File: config.mk
export PLATFORM = sky130hd
export DESIGN_NAME = prng_scheduler
export DESIGN_NICKNAME = d
export VERILOG_FILES = /design/src/rtl/prng_scheduler_pkg.sv /design/src/rtl/lfsr32_core.sv /design/src/rtl/prng_scheduler.sv
export SDC_FILE = /design/constraint.sdc
export NUM_CORES = 1
export LEC_CHECK = 0
export CAP_MARGIN = 25
export CORE_UTILIZATION = 36
export CTS_BUF_LIST = sky130_fd_sc_hd__clkbuf_8
export DETAILED_ROUTE_END_ITERATION = 10
export DONT_BUFFER_PORTS = 1
export PLACE_DENSITY_LB_ADDON = 0.25
export SETUP_SLACK_MARGIN = 0.1
export SKIP_CTS_REPAIR_TIMING = 1
export SLEW_MARGIN = 20
export SYNTH_ARGS = -nofsm -noshare
export SYNTH_HDL_FRONTEND = slang
export SYNTH_SLANG_ARGS = --single-unit
File: constraint.sdc
create_clock -name clk -period 2.2 [get_ports clk]
set_input_delay 0.33 -clock clk [delete_from_list [all_inputs] [get_ports clk]]
set_output_delay 0.33 -clock clk [all_outputs]
set_load 0.05 [all_outputs]
File: src/rtl/prng_scheduler_pkg.sv
// Shared types and constants for the PRNG scheduler and its LFSR core.
// Latency: n/a (declarations only).
// Backpressure: n/a.
package prng_scheduler_pkg;

    typedef enum logic [1:0] {
        ST_LOAD   = 2'd0,
        ST_WARMUP = 2'd1,
        ST_SERVE  = 2'd2
    } state_e;

    localparam logic [31:0] DEFAULT_SEED_C = 32'hBDCA2C92;

    // All-ones is the XNOR-feedback lockup state and must never be loaded.
    localparam logic [31:0] LOCKUP_C = 32'hFFFFFFFF;

    // LFSR bit feeding byte bit 7, 6, ... 0 in that order.
    localparam int TAP_IDX [8] = '{2, 3, 5, 7, 11, 13, 17, 23};

endpackage

File: src/rtl/lfsr32_core.sv
// 32-bit XNOR Fibonacci LFSR with synchronous load and an 8-bit tap byte.
// Latency: step/load take effect at the next clock; byte_out is combinational from state.
// Backpressure: none; holds its value when neither step nor load is asserted.
module lfsr32_core
    import prng_scheduler_pkg::*;
#(
    parameter logic [31:0] SEED = DEFAULT_SEED_C
) (
    input  logic        clk,
    input  logic        rst,
    input  logic        step,
    input  logic        load,
    input  logic [31:0] load_val,
    output logic [31:0] state,
    output logic [7:0]  byte_out
);

    logic [31:0] state_q;
    logic [31:0] state_d;

    // Next state: load beats step; step shifts left with XNOR feedback into bit 0.
    always_comb begin
        state_d = state_q;
        if (load) begin
            state_d = load_val;
        end else if (step) begin
            state_d = {state_q[30:0], ~(state_q[31] ^ state_q[21] ^ state_q[1] ^ state_q[0])};
        end
    end

    // Tap byte is drawn from the current (pre-step) state.
    always_comb begin
        byte_out = 8'h00;
        for (int i = 0; i < 8; i++) begin
            byte_out[7-i] = state_q[TAP_IDX[i]];
        end
    end

    // State register with asynchronous reset to the seed.
    always_ff @(posedge clk or posedge rst) begin
        if (rst) begin
            state_q <= SEED;
        end else begin
            state_q <= state_d;
        end
    end

    assign state = state_q;

endmodule

File: src/rtl/prng_scheduler.sv
// Round-robin scheduler handing one LFSR byte per grant to NREQ requesters, with reseed and warmup.
// Latency: a request seen at edge k is granted (gnt/prn) right after edge k+1 when in SERVE.
// Backpressure: busy is high outside SERVE; seed_ready drops only during the single LOAD cycle.
module prng_scheduler
    import prng_scheduler_pkg::*;
#(
    parameter int          NREQ         = 4,
    parameter int          WARMUP       = 32,
    parameter logic [31:0] DEFAULT_SEED = DEFAULT_SEED_C
) (
    input  logic            clk,
    input  logic            rst,
    input  logic [NREQ-1:0] req,
    output logic [NREQ-1:0] gnt,
    output logic [7:0]      prn,
    input  logic            seed_valid,
    input  logic [31:0]     seed,
    output logic            seed_ready,
    output logic            busy
);

    localparam int PW = (NREQ > 1) ? $clog2(NREQ) : 1;

    state_e          state_q, state_d;
    logic [7:0]      cnt_q, cnt_d;
    logic [PW-1:0]   ptr_q, ptr_d;
    logic [NREQ-1:0] gnt_q, gnt_d;
    logic [7:0]      prn_q, prn_d;

    logic            seed_hs;
    logic            pick_vld;
    logic [PW-1:0]   pick_idx;
    logic            lfsr_step;
    logic            lfsr_load;
    logic [31:0]     lfsr_load_val;
    logic [31:0]     lfsr_state;
    logic [7:0]      lfsr_byte;

    assign seed_ready = (state_q != ST_LOAD);
    assign busy       = (state_q != ST_SERVE);
    assign seed_hs    = seed_valid && seed_ready;
    assign gnt        = gnt_q;
    assign prn        = prn_q;

    // Round-robin search: first active requester after the last granted index.
    always_comb begin
        pick_vld = 1'b0;
        pick_idx = ptr_q;
        for (int k = 1; k <= NREQ; k++) begin
            if (!pick_vld && req[(int'(ptr_q) + k) % NREQ]) begin
                pick_vld = 1'b1;
                pick_idx = PW'((int'(ptr_q) + k) % NREQ);
            end
        end
    end

    // FSM next state, LFSR control and grant generation; a seed handshake overrides everything.
    always_comb begin
        state_d       = state_q;
        cnt_d         = cnt_q;
        ptr_d         = ptr_q;
        gnt_d         = '0;
        prn_d         = prn_q;
        lfsr_step     = 1'b0;
        lfsr_load     = 1'b0;
        lfsr_load_val = (seed == LOCKUP_C) ? DEFAULT_SEED : seed;
        if (seed_hs) begin
            state_d   = ST_LOAD;
            lfsr_load = 1'b1;
        end else begin
            case (state_q)
                ST_LOAD: begin
                    cnt_d   = 8'd0;
                    state_d = ST_WARMUP;
                end
                ST_WARMUP: begin
                    lfsr_step = 1'b1;
                    if (cnt_q == 8'(WARMUP - 1)) begin
                        cnt_d   = 8'd0;
                        state_d = ST_SERVE;
                    end else begin
                        cnt_d = cnt_q + 8'd1;
                    end
                end
                ST_SERVE: begin
                    if (pick_vld) begin
                        gnt_d[pick_idx] = 1'b1;
                        prn_d           = lfsr_byte;
                        lfsr_step       = 1'b1;
                        ptr_d           = pick_idx;
                    end
                end
                default: state_d = ST_WARMUP;
            endcase
        end
    end

    // Control registers; reset lands in WARMUP so the default seed is warmed up too.
    always_ff @(posedge clk or posedge rst) begin
        if (rst) begin
            state_q <= ST_WARMUP;
            cnt_q   <= 8'd0;
            ptr_q   <= PW'(NREQ - 1);
            gnt_q   <= '0;
            prn_q   <= 8'h00;
        end else begin
            state_q <= state_d;
            cnt_q   <= cnt_d;
            ptr_q   <= ptr_d;
            gnt_q   <= gnt_d;
            prn_q   <= prn_d;
        end
    end

    lfsr32_core #(
        .SEED (DEFAULT_SEED)
    ) u_lfsr (
        .clk      (clk),
        .rst      (rst),
        .step     (lfsr_step),
        .load     (lfsr_load),
        .load_val (lfsr_load_val),
        .state    (lfsr_state),
        .byte_out (lfsr_byte)
    );

    // The lockup substitution on load keeps the register out of the all-ones state.
    a_no_lockup: assert property (@(posedge clk) disable iff (rst) lfsr_state != LOCKUP_C);

endmodule

# Word level (Yosys, flattened, before mapping)
# Index checks and enable logic that the tools add are counted.
dict set report totals {
  input_bits 39
  regBits 56
  word_cells 89
  output_inout_bits 14
}
dict set report op_classes {
  mux 37
  addsub 5
  eq_ne 7
  bitwise_logic 9
  n_reduce_logical 19
  order_cmp 6
}
# operator n
set ops {}
lappend ops {{$mux 32} 3}
lappend ops {{$eq 32x32->1 const B} 1}
lappend ops {{$lt 3x4->1 const B} 4}
lappend ops {{$mux 1} 16}
lappend ops {{$pmux 8 s2} 1}
lappend ops {{$mux 2} 6}
lappend ops {{$mux 4} 3}
lappend ops {{$add 8x1->8 const B} 1}
lappend ops {{$bmux 1 s2} 4}
lappend ops {{$eq 8x5->1 const B} 1}
lappend ops {{$mux 8} 1}
lappend ops {{$reduce_or 2->1} 4}
lappend ops {{$reduce_bool 2->1} 3}
lappend ops {{$logic_and 1x1->1} 5}
lappend ops {{$add 2x1->2 const B} 2}
lappend ops {{$add 2x2->2 const B} 2}
lappend ops {{$and 1x1->1 const A} 4}
lappend ops {{$ne 2x2->1 const B} 2}
lappend ops {{$pmux 2 s2} 1}
lappend ops {{$reduce_and 2->1} 2}
lappend ops {{$logic_not 1->1} 3}
lappend ops {{$lt 2x3->1 const B} 1}
lappend ops {{$ne 3x3->1 const B} 1}
lappend ops {{$reduce_and 3->1} 1}
lappend ops {{8 further kinds} 11}

# Depth between registers and ports, before layout
# Gate-level depths: netlist (run 1).
dict set report logic_depth {
  word_depth 23
  depth_mapped 8
  mapped_depth_nobuf 6
}

# Hierarchy
# A second synthesis (run 1) with hierarchy kept.
dict set report unflattened {
  hier_cells 322
  hier_area_um2 3129.3
}
# mod cells_per_inst n_inst seq_area_each_um2 area_each_um2
set by_module_without_submodules {}
lappend by_module_without_submodules {lfsr32_core 154 1 820.8 1599.0}
lappend by_module_without_submodules {prng_scheduler 168 1 604.3 1530.2}

# Worst setup path after synthesis (run 1)
# Ideal clock, no wire load.
dict set report synth_path {
  path_type {register to register}
  from {register state_q[0]}
  to {register prn_q[0] (netlist: prn[0])}
  path_buffers 1
  synth_period_minus_slack_ns 1.922
  setup_time_ns 0.125
  arrival_time_ns 1.798
  path_slack_ns 0.278
  required_time_ns 2.075
  stages_incl_launch_ff 7
  cell_sequence {dfstp_2 > inv_1 > ha_1 > inv_1 > or3_4 > buf_6 > mux2_2}
}
dict set report synth_between {
  elab_chain_len 4
  elab_cells_between_ends 5
  classes_between {eq/ne (1); bitwise (1); reduce/logical (3)}
}
# item line
set synth_rtl {}
lappend synth_rtl {{from (decl)} prng_scheduler.sv:24} ;# state_e state_q, state_d;
lappend synth_rtl {{from (signal assigned)} prng_scheduler.sv:107} ;# state_q <= state_d;
lappend synth_rtl {{$reduce_bool 2->1} prng_scheduler.sv:39} ;# assign seed_ready = (state_q != ST_LOAD);
lappend synth_rtl {{$logic_and 1x1->1} prng_scheduler.sv:41} ;# assign seed_hs = seed_valid && seed_ready;
lappend synth_rtl {{$not 1->1 (no source line)} -}
lappend synth_rtl {{$reduce_and 3->1 (no source line) *} -}
lappend synth_rtl {{to (signal assigned)} prng_scheduler.sv:111} ;# prn_q <= prn_d;
lappend synth_rtl {{to (decl)} prng_scheduler.sv:28} ;# logic [7:0] prn_q, prn_d;
# Mark *: on every way between the ends. The rest lies on a longest branch, timed or not.
# A chain may end at the register's enable or synchronous reset.

# Worst setup path in the final report (run 1)
dict set report layout_path {
  from {register state_q[0]}
  to {output port seed_ready}
}
dict set report layout_between {
  elab_chain_len 1
}
# item line
set layout_rtl {}
lappend layout_rtl {{$reduce_bool 2->1} prng_scheduler.sv:39}
lappend layout_rtl {{to (decl)} prng_scheduler.sv:18} ;# output logic seed_ready,
# Every way passes these cells.

==> results of run 1 <==
per-layer routing:
layer  GRT usage [%]  up-vias
li1                -      960
met1            19.4      908
met2            23.2       45
met3            4.55        2
met4            3.23        0
met5               0        -
cells in the mapped netlist (2+ instances only):
cell,count
and3_1,2
a21o_1,6
ha_1,4
mux2_2,8
nor3b_1,2
nand2_1,44
nand4_1,9
a21oi_1,4
a22o_1,2
nand2b_1,3
nor2b_1,4
o21ai_0,18
or4_4,2
nand3_1,6
o22ai_1,15
dfrtp_1,37
nor2_1,6
dfstp_2,19
o21ai_1,5
buf_6,4
buf_2,2
o211ai_1,3
buf_1,2
nor3_1,2
mux2i_1,32
or3_1,2
clkbuf_1,4
inv_1,7
sequential cells by signal (all words and copies together) (netlist names):
signal and count:
ptr_q 2, gnt 4, state_q 2, cnt_q 8, u_lfsr.state 32, prn 8
kinds of logic after synthesis:
kind of cell | Yosys count
xor+xnor | 2
flops | 56
buf+inv | 20
fa+ha+maj | 4
simple gates | 87
mux | 40
compound gates | 59
through the flow:
| step | worst slack [ns] | total power, mW | std cells | instance area [um2] |
|---|---|---|---|---|
| 5_1_grt | 0.229 | 4.89 | 368 | 3050 |
| 2_1_floorplan | 0.278 | 3.64 | 268 | 2820 |
| 3_3_place_gp | 0.391 | 3.98 | 359 | 2950 |
| 3_5_place_dp | 0.372 | 4.02 | 359 | 2950 |
| 6_report | 0.323 | 4.54 | 368 | 3050 |
| 4_1_cts | 0.300 | 4.61 | 367 | 3040 |
cell usage in the layout (no fill, tap or decap), types with 2 or more instances in the layout:
master | Yosys | routed
inv_1 | 7 | 7
mux2i_1 | 32 | 32
nor3b_1 | 2 | 2
nor2_1 | 6 | 6
or3_1 | 2 | 2
dfstp_2 | 19 | 19
dfrtp_1 | 37 | 37
mux2_2 | 8 | 8
nand2b_1 | 3 | 3
a21o_1 | 6 | 6
o21ai_0 | 18 | 18
clkbuf_8 | 0 | 5
a21oi_1 | 4 | 4
buf_12 | 0 | 3
and3_1 | 2 | 2
a22o_1 | 2 | 2
nand4_1 | 9 | 9
ha_1 | 4 | 4
o211ai_1 | 3 | 3
nor2b_1 | 4 | 3
buf_4 | 1 | 2
nand3_1 | 6 | 6
o22ai_1 | 15 | 15
nor3_1 | 2 | 2
or4_4 | 2 | 2
o21ai_1 | 5 | 5
nand2_1 | 44 | 44
cell type report:
| class | count | area share (%) |
|---|---|---|
| inverters | 7 | 0.863 |
| repair buffers | 6 | 2.79 |
| multi-input cells | 192 | 42.6 |
| clock buffers | 5 | 2.26 |
| flip-flops and latches | 56 | 46.8 |
| clock inverters | 3 | 0.657 |
| well taps | 99 | 4.07 |
worst max-delay path by stage:
| stage | from | end | slack [ns] | cells after the start |
|---|---|---|---|---|
| after floorplan | state_q[0] | prn[0] | 0.28 | 6 |
| after CTS | state_q[0] | seed_ready | 0.30 | 3 |
| final | state_q[0] | seed_ready | 0.32 | 3 |
| after detailed placement | state_q[0] | u_lfsr.state[16] | 0.37 | 7 |
| after global routing | state_q[0] | u_lfsr.state[16] | 0.23 | 7 |
| after global placement | state_q[0] | u_lfsr.state[16] | 0.39 | 7 |
critical path: cells and delay by family, from the launching register on:
family                     cells  cell delay [ns]
DFF                            1             0.56
adders and majority gates      1             0.26
buffers and inverters          2             0.42
power breakdown:
group          switching, mW  total (mW)  leakage, nW  internal (mW)
clock                  0.353       0.576       0.0455          0.223
sequential             0.542        2.11        0.675           1.57
combinational          0.979        1.85        0.535          0.875
total                   1.87        4.54         1.26           2.67
==> flow_summary_export.csv, run 1 <==
group,metric,value,unit
global_routing,grt_max_degree,67,
timing,fin_tns_setup,0,ns
layout,multi_input_area,1300,um2
logic_synthesis,synth_simple_gate_area_share,15.6,%
logic_synthesis,synth-edff-count,0,
critical_path,critical_path_class,"reg2out",
clocking,ctsLongestPathBuffers,2,
timing,skew,0.0112,ns
logic_synthesis,yosys_warnings,0,
min_path,worstHoldPathType,"in2reg",
routing,wl_met2,2570,um
logic_synthesis,post_synth_num_cell_types,42,
timing,setup_viol,0,
logic_synthesis,synth-seq-area-share,50.6,%
logic_synthesis,synthCells,268,
layout,regArea,1430,um2
layout,postLayoutCoreUtil,41.1,%
clocking,insertion_delay,0.31,ns
routing,ant_nets,0,
clocking,h-tree-depth,2,
timing,final.period_utilization,85.3,%
logic_synthesis,ys_seq_elements,56,
clocking,clockRootBuffer,"clkbuf_8",
die,initial_utilization,38.0,%
logic_synthesis,synth_async_sr_flop_share,100,%
min_path,min_to,"u_lfsr.state[23]",
timing,finalMaxSlewViolations,0,
critical_path,startpoint_type,"flop",
timing,holdWs,0.0955,ns
clocking,clkSlewWorstSetupHoldPaths,0.11,ns
layout,final_layout_size_suffix_gt1_share,17.8,%
power,p_per_area,1490,nW/um2
flow_run,cap_violations,0,
critical_path,crit_chain,"inv_1 > ha_1 > inv_1",
run_status,status,"finished, final reports clean",
critical_path,r2r_slack,0.37,ns
layout,n_fill_cell,734,
place,gp_congestion,0.707,
clocking,clock_sinks,56,
die,fp-row-count,31,
critical_path,worst_ep_required_time,1.87,ns
routing,wl_met3,387,um
timing,fmax,0.533,GHz
routing,vias,1915,
critical_path,reg2reg_depth,7,
routing,drtIter0Drc,40,
routing,drc_errors,0,
place,io_buffers,0,
routing,viasPerCell,5.20,
routing,wire_per_inst,15.5,um
critical_path,slowest_delay,0.56,ns
critical_path,r2r_end,"u_lfsr.state[5]",
min_path,min_from,"seed[23]",
logic_synthesis,synth_area_leader_cell,"dfrtp_1",
timing,fin_crit,1.88,ns
timing,max_slew_margin,66.7,%
routing,dr.pass1.iters,4,
die,die-area,8180,um2
timing,hold_violations,0,
die,ios,53,
layout,area_growth,8.08,%
logic_synthesis,syn-num-nets,311,
critical_path,cp_max_fo,5,
logic_synthesis,syn_area_per_cell,10.5,um2
timing,rsz0062_at_grt,"no",
clocking,cts_buffers,5,
critical_path,cp-end-kind,"output pin",
logic_synthesis,yosys.area_share.adder,1.78,%
global_routing,grt_usage,14.6,%
timing,tightest_slew,0.498,ns
place,dp_hpwl,4040,um
logic_synthesis,muxShareOfSynthArea,14.6,%
clocking,cts_tree,"done",
logic_synthesis,synth_top_family_by_area,"simple AND/OR/NAND/NOR gates",
global_routing,gr-total-overflow,0,
layout,diodes,0,
logic_synthesis,synth_compound_area_share,12.9,%
logic_synthesis,synth_area,2820,um2
power,peakVddDrop,0.000757,V
logic_synthesis,synth.area.top_cells,"dfrtp_1, dfstp_2, mux2i_1, nand2_1, o22ai_1",
routing,wl_met1,2730,um
critical_path,crit_path_top_delay_cell,"dfstp_2",
routing,top_layer,"met4",
die,core,7410,um2
critical_path,worst_path_most_repeated_cell,"inv_1",
global_routing,grt_pass1_wl,9680,um
global_routing,grt_pass1_vias,1991,
die,dieHeight,90.5,um
logic_synthesis,synth_top_area_share,32.9,%
die,die_width,90.5,um
global_routing,antenna_found_initial,0,
routing,wl,5720,um
logic_synthesis,ys.flop_type,"dfrtp_1",
critical_path,cp.arrival,1.55,ns
power,leakage,1.26,nW
critical_path,timing.rr.start,"state_q[0]",
min_path,hold_depth,2,
layout,final_net_count,311,
logic_synthesis,synth_xor_area_share,0.622,%
Power figures use the tool's default switching activity.
==> run 2, diff against run 1 <==
DONT_BUFFER_PORTS = not set   (was 1)
SYNTH_HIERARCHICAL = 1   (was not set)
==> flow_summary_export.csv, run 2 <==
group,metric,value,unit
run_status,status,"finished, final reports clean",
timing,skew,0.00678,ns
clocking,ctsLongestPathBuffers,2,
timing,setup_viol,0,
clocking,h-tree-depth,2,
logic_synthesis,syn-num-nets,357,
clocking,insertion_delay,0.30,ns
clocking,cts_buffers,5,
flow_run,cap_violations,0,
die,dieHeight,94.3,um
place,placed_area,3700,um2
clocking,clkSlewWorstSetupHoldPaths,0.09,ns
global_routing,grt_max_degree,37,
global_routing,grt_pass1_wl,10600,um
power,p_per_area,1240,nW/um2
timing,final.period_utilization,90.5,%
routing,wl,6260,um
timing,fin_crit,1.99,ns
critical_path,critical_path_class,"in2reg",
min_path,worstHoldPathType,"in2async",
clocking,clockRootBuffer,"clkbuf_8",
die,die-area,8900,um2
routing,dr.pass1.iters,4,
layout,postLayoutCellArea,3810,um2
die,die_width,94.3,um
routing,drc_errors,0,
layout,area_growth,24.1,%
critical_path,cp.arrival,2.18,ns
layout,layout_common_cells,"clkdlybuf4s50_1, nand2_1, o21ai_0, dfrtp_1, mux2i_1",
critical_path,worst_ep_required_time,2.39,ns
timing,holdWs,0.397,ns
critical_path,r2r_end,"u_lfsr/state[0]",
die,initial_utilization,37.4,%
clocking,clock_sinks,56,
routing,viasPerCell,4.96,
timing,max_slew_margin,66.6,%
timing,hold_violations,0,
routing,wire_per_inst,13.5,um
die,ios,53,
global_routing,antenna_found_initial,0,
routing,vias,2298,
place,io_buffers,52,
layout,diodes,0,
power,power,4.73,mW
logic_synthesis,synthCells,314,
global_routing,grt_usage,15.2,%
power,peakVddDrop,0.000406,V
critical_path,cp-end-kind,"flop",
logic_synthesis,synth_area,3070,um2
timing,tightest_slew,0.500,ns
logic_synthesis,syn_area_per_cell,9.77,um2
critical_path,cp_max_fo,3,
timing,finalMaxSlewViolations,0,
die,core,8220,um2
layout,final_common_cell,"clkdlybuf4s50_1",
routing,drtIter0Drc,78,
power,leakage,1.54,nW
global_routing,grt_pass1_vias,2243,
layout,final_net_count,400,
layout,final_layout_size_suffix_gt1_share,17.3,%
layout,largest_reg_flops,32,
critical_path,startpoint_type,"input pin",
place,dp_hpwl,4620,um
critical_path,r2r_slack,0.22,ns
timing,rsz0062_at_grt,"no",
logic_synthesis,yosys_warnings,6,
layout,n_fill_cell,778,
die,fp-row-count,33,
critical_path,reg2reg_depth,7,
routing,ant_nets,0,
critical_path,timing.rr.start,"state_q[0]",
timing,fmax,0.502,GHz
global_routing,gr-total-overflow,0,
place,gp_congestion,0.795,
clocking,cts_tree,"done",
run 2: changes by cell type in the layout (fill, tap and decap cells not counted), moves of 6 or more:
| cell | change |
|---|---|
| buf_4 | +15 |
| mux2_4 | +6 |
| o21ai_0 | +22 |
| mux2_2 | -6 |
| and2_1 | +19 |
| clkdlybuf4s50_1 | +50 |
| o22ai_1 | -15 |
run 2: worst max-delay path by stage:
stage,end,slack [ns],start
2_1_floorplan,u_lfsr/state[0],0.11,state_q[0]
3_3_place_gp,u_lfsr/state[0],-0.08,req[1]
3_5_place_dp,u_lfsr/state[0],-0.13,req[1]
4_1_cts,u_lfsr/state[0],0.17,state_q[0]
5_1_grt,u_lfsr/state[0],0.14,state_q[1]
6_report,u_lfsr/state[0],0.21,req[1]
run 2: critical path: stages:
cell	delay (ns)
clkdlybuf4s50_1	0.42
or4_4	0.56
nand3_4	0.11
a21boi_4	0.06
nor4bb_1	0.14
o21a_1	0.18
a2111o_1	0.38
run 2: stage by stage:
step           setup TNS [ns]  setup WS [ns]  cells  utilization, %
4_1_cts                     0          0.167    462            46.2
5_1_grt                     0          0.139    463            46.4
3_3_place_gp          -0.0795        -0.0795    454            45.1
3_5_place_dp           -0.262         -0.130    454            45.1
2_1_floorplan               0          0.113    314               -
6_report                    0          0.209    463            46.4
run 2: final cells by class:
cell class | instances | area [um2] | area share [%]
clock inverters | 2 | 7.51 | 0.197
repair buffers | 67 | 628 | 16.5
flip-flops and latches | 56 | 1430 | 37.4
multi-input cells | 216 | 1490 | 39.1
clock buffers | 6 | 82.6 | 2.17
inverters | 11 | 45.0 | 1.18
well taps | 105 | 131 | 3.45
run 2: routing by layer:
layer	wire length, um	up-vias	GRT usage, %
met4	49	0	3.46
met3	208	6	2.66
met1	2920	1083	20.5
met5	0	-	0
met2	3080	41	25.4
li1	-	1168	-
run 2: power by group:
group | switching [mW] | internal [mW]
combinational | 1.24 | 1.03
clock | 0.317 | 0.249
sequential | 0.312 | 1.58
==> variant (flow settings as in run 1) <==
Set the parameter `NREQ` to 8 (it was 4).
--- a/src/rtl/prng_scheduler.sv
+++ b/src/rtl/prng_scheduler.sv
@@ -4,7 +4,7 @@
 module prng_scheduler
     import prng_scheduler_pkg::*;
 #(
-    parameter int          NREQ         = 4,
+    parameter int          NREQ         = 8,
     parameter int          WARMUP       = 32,
     parameter logic [31:0] DEFAULT_SEED = DEFAULT_SEED_C
 ) (
Ports: changed (resized gnt and req); port bits go from 53 to 61. No check against the original RTL was run, so the function may have changed too.
==> variant against run 1 <==
The run now ends with negative setup slack left; sequential share of layout area decreased by 15 points; wire length increased by 71%; area after synthesis grew 32%; cell area grew 62%; critical endpoint is now gnt[1]; sequential cell count up 5; total power up 120%; setup slack worse by 1.2 ns; critical path type is now flip-flop to flip-flop; via count rose by 65%; largest cell class is now multi-input combinational cells; non-clock buffer count is 66 higher.
==> variant: results (changes against run 1) <==
synthesis:
  avgSynthCellArea_um2: 10.1  # -3.6%
  synth_cell_types: 44  # +4.8%
  synth-seq-area-share_pct: 41.8  # -8.8 points
  synthAdderAreaFrac_pct: 2.02  # +0.25 points
  synth.area.mux_share_pct: 24.2  # +9.7 points
  netlist_top_cells_count: "nand2_1 (49), mux2i_1 (46), dfrtp_1 (41), o21ai_1 (33)"
  syn-num-nets: 415  # +33%
  synth_xor_area_share_pct: 1.65  # +1.0 points
  async_reset_ff_share_pct: 100  # unchanged
  synth_compound_area_share_pct: 14.1  # +1.2 points
  synthTopCellsByArea: "dfrtp_1 (28%), dfstp_2 (14%), mux2i_1 (12%)"
final_layout:
  n_antenna_cell: 0  # unchanged
  stdcell_count: 571  # +55%
  drive_above_1_share_pct: 39.5  # +22 points
  final_area_um2: 4940  # +62%
  layout.nets: 482  # +55%
  largest_reg_flops: 32  # unchanged
  fill_cells: 927  # +26%
placement:
  place_area_um2: 4340  # +47%
  dpl.cell_count: 543  # +51%
  place_hpwl_um: 6970  # +73%
  finalWeightedCongestion: 0.878  # +24%
run_status:
  violations: "negative setup slack"
  status: "complete, but fails checks"
grt:
  grt_max_degree: 55  # -18%
  met1_usage_pct: 22.7  # +3.3 points
  grt_pass1_vias: 3152  # +58%
  grt_usage_pct: 18.0  # +3.4 points
  grt_pass1_wl_um: 15300  # +58%
  met3_usage_pct: 5.22  # +0.68 points
  met2_usage_pct: 29.0  # +5.8 points
critical_path:
  worstPathMaxFanout: 6  # +1
  cp_top_family: "simple AND/OR/NAND/NOR gates"
  cp_data_arrival_time_ns: 3.29  # +1.74 ns
sta:
  finalSetupViolations: 51  # +51
  fin_ws_ns: -0.838  # -1.16 ns
  fin_worst_skew_ns: 0.0104  # -0.000721 ns
  relSlewSlack_pct: 63.1  # -3.6 points
  final.setup.tns_ns: -33.44  # -33.44 ns
clocking:
  clk_pin_slew_worst_paths_ns: 0.07  # -0.04 ns
  cts-buffers-inserted: 9  # +4
  htree_levels: 3  # +1
  clock_latency_ns: 0.34  # +0.03 ns
power_and_ir_drop:
  pg_clk_uw: 1090  # +89%
  ir_drop_mv: 0.785  # +3.8%
  p_leak_uw: 0.00220  # +75%
  seq_cell_power_uw: 2320  # +10%
  clock_power_share_pct: 11.0  # -1.7 points
  p_int_uw: 5680  # +110%
drt:
  dr_wl_met2_um: 4810  # +87%
  wl_met1_um: 4210  # +54%
  drt-vias-per-instance: 5.53  # +6.3%
  route.met3.wl_um: 629  # +63%
  wire_per_inst_um: 17.2  # +10%
  first_iter_violations: 181  # +350%
[variant: cell types whose count changed in the layout (fill, tap and decap cells not counted), sizes merged, moves of 6 or more]
cell	run 1	this run
buf	5	68
o21ai	24	54
o22ai	15	0
mux2i	32	46
mux4	0	11
nor3	2	12
mux2	8	17
clkbuf	5	13
a21o	6	0
a21oi	4	10
[variant: path summary, 6_finish.rpt]
check	slack (ns)	depth (start not counted)	endpoint	start
max	-0.84	9	gnt[1]	ptr_q[0]
min	0.08	2	u_lfsr.state[11]	seed[11]
max reg2reg	-0.84	9	gnt[1]	ptr_q[0]
min reg2reg	0.48	1	cnt_q[7]	cnt_q[7]
max in group asynchronous	1.22	3	u_lfsr.state[13]	rst
min in group asynchronous	0.37	2	prn[7]	rst
[variant: area by class of cell]
cell class | instances | area share [%]
timing repair buffer | 72 | 13.3
clock buffer | 10 | 2.79
clock inverter | 6 | 1.60
tap | 133 | 3.37
sequential | 61 | 31.4
inverter | 12 | 0.913
multi-input combinational | 277 | 46.6
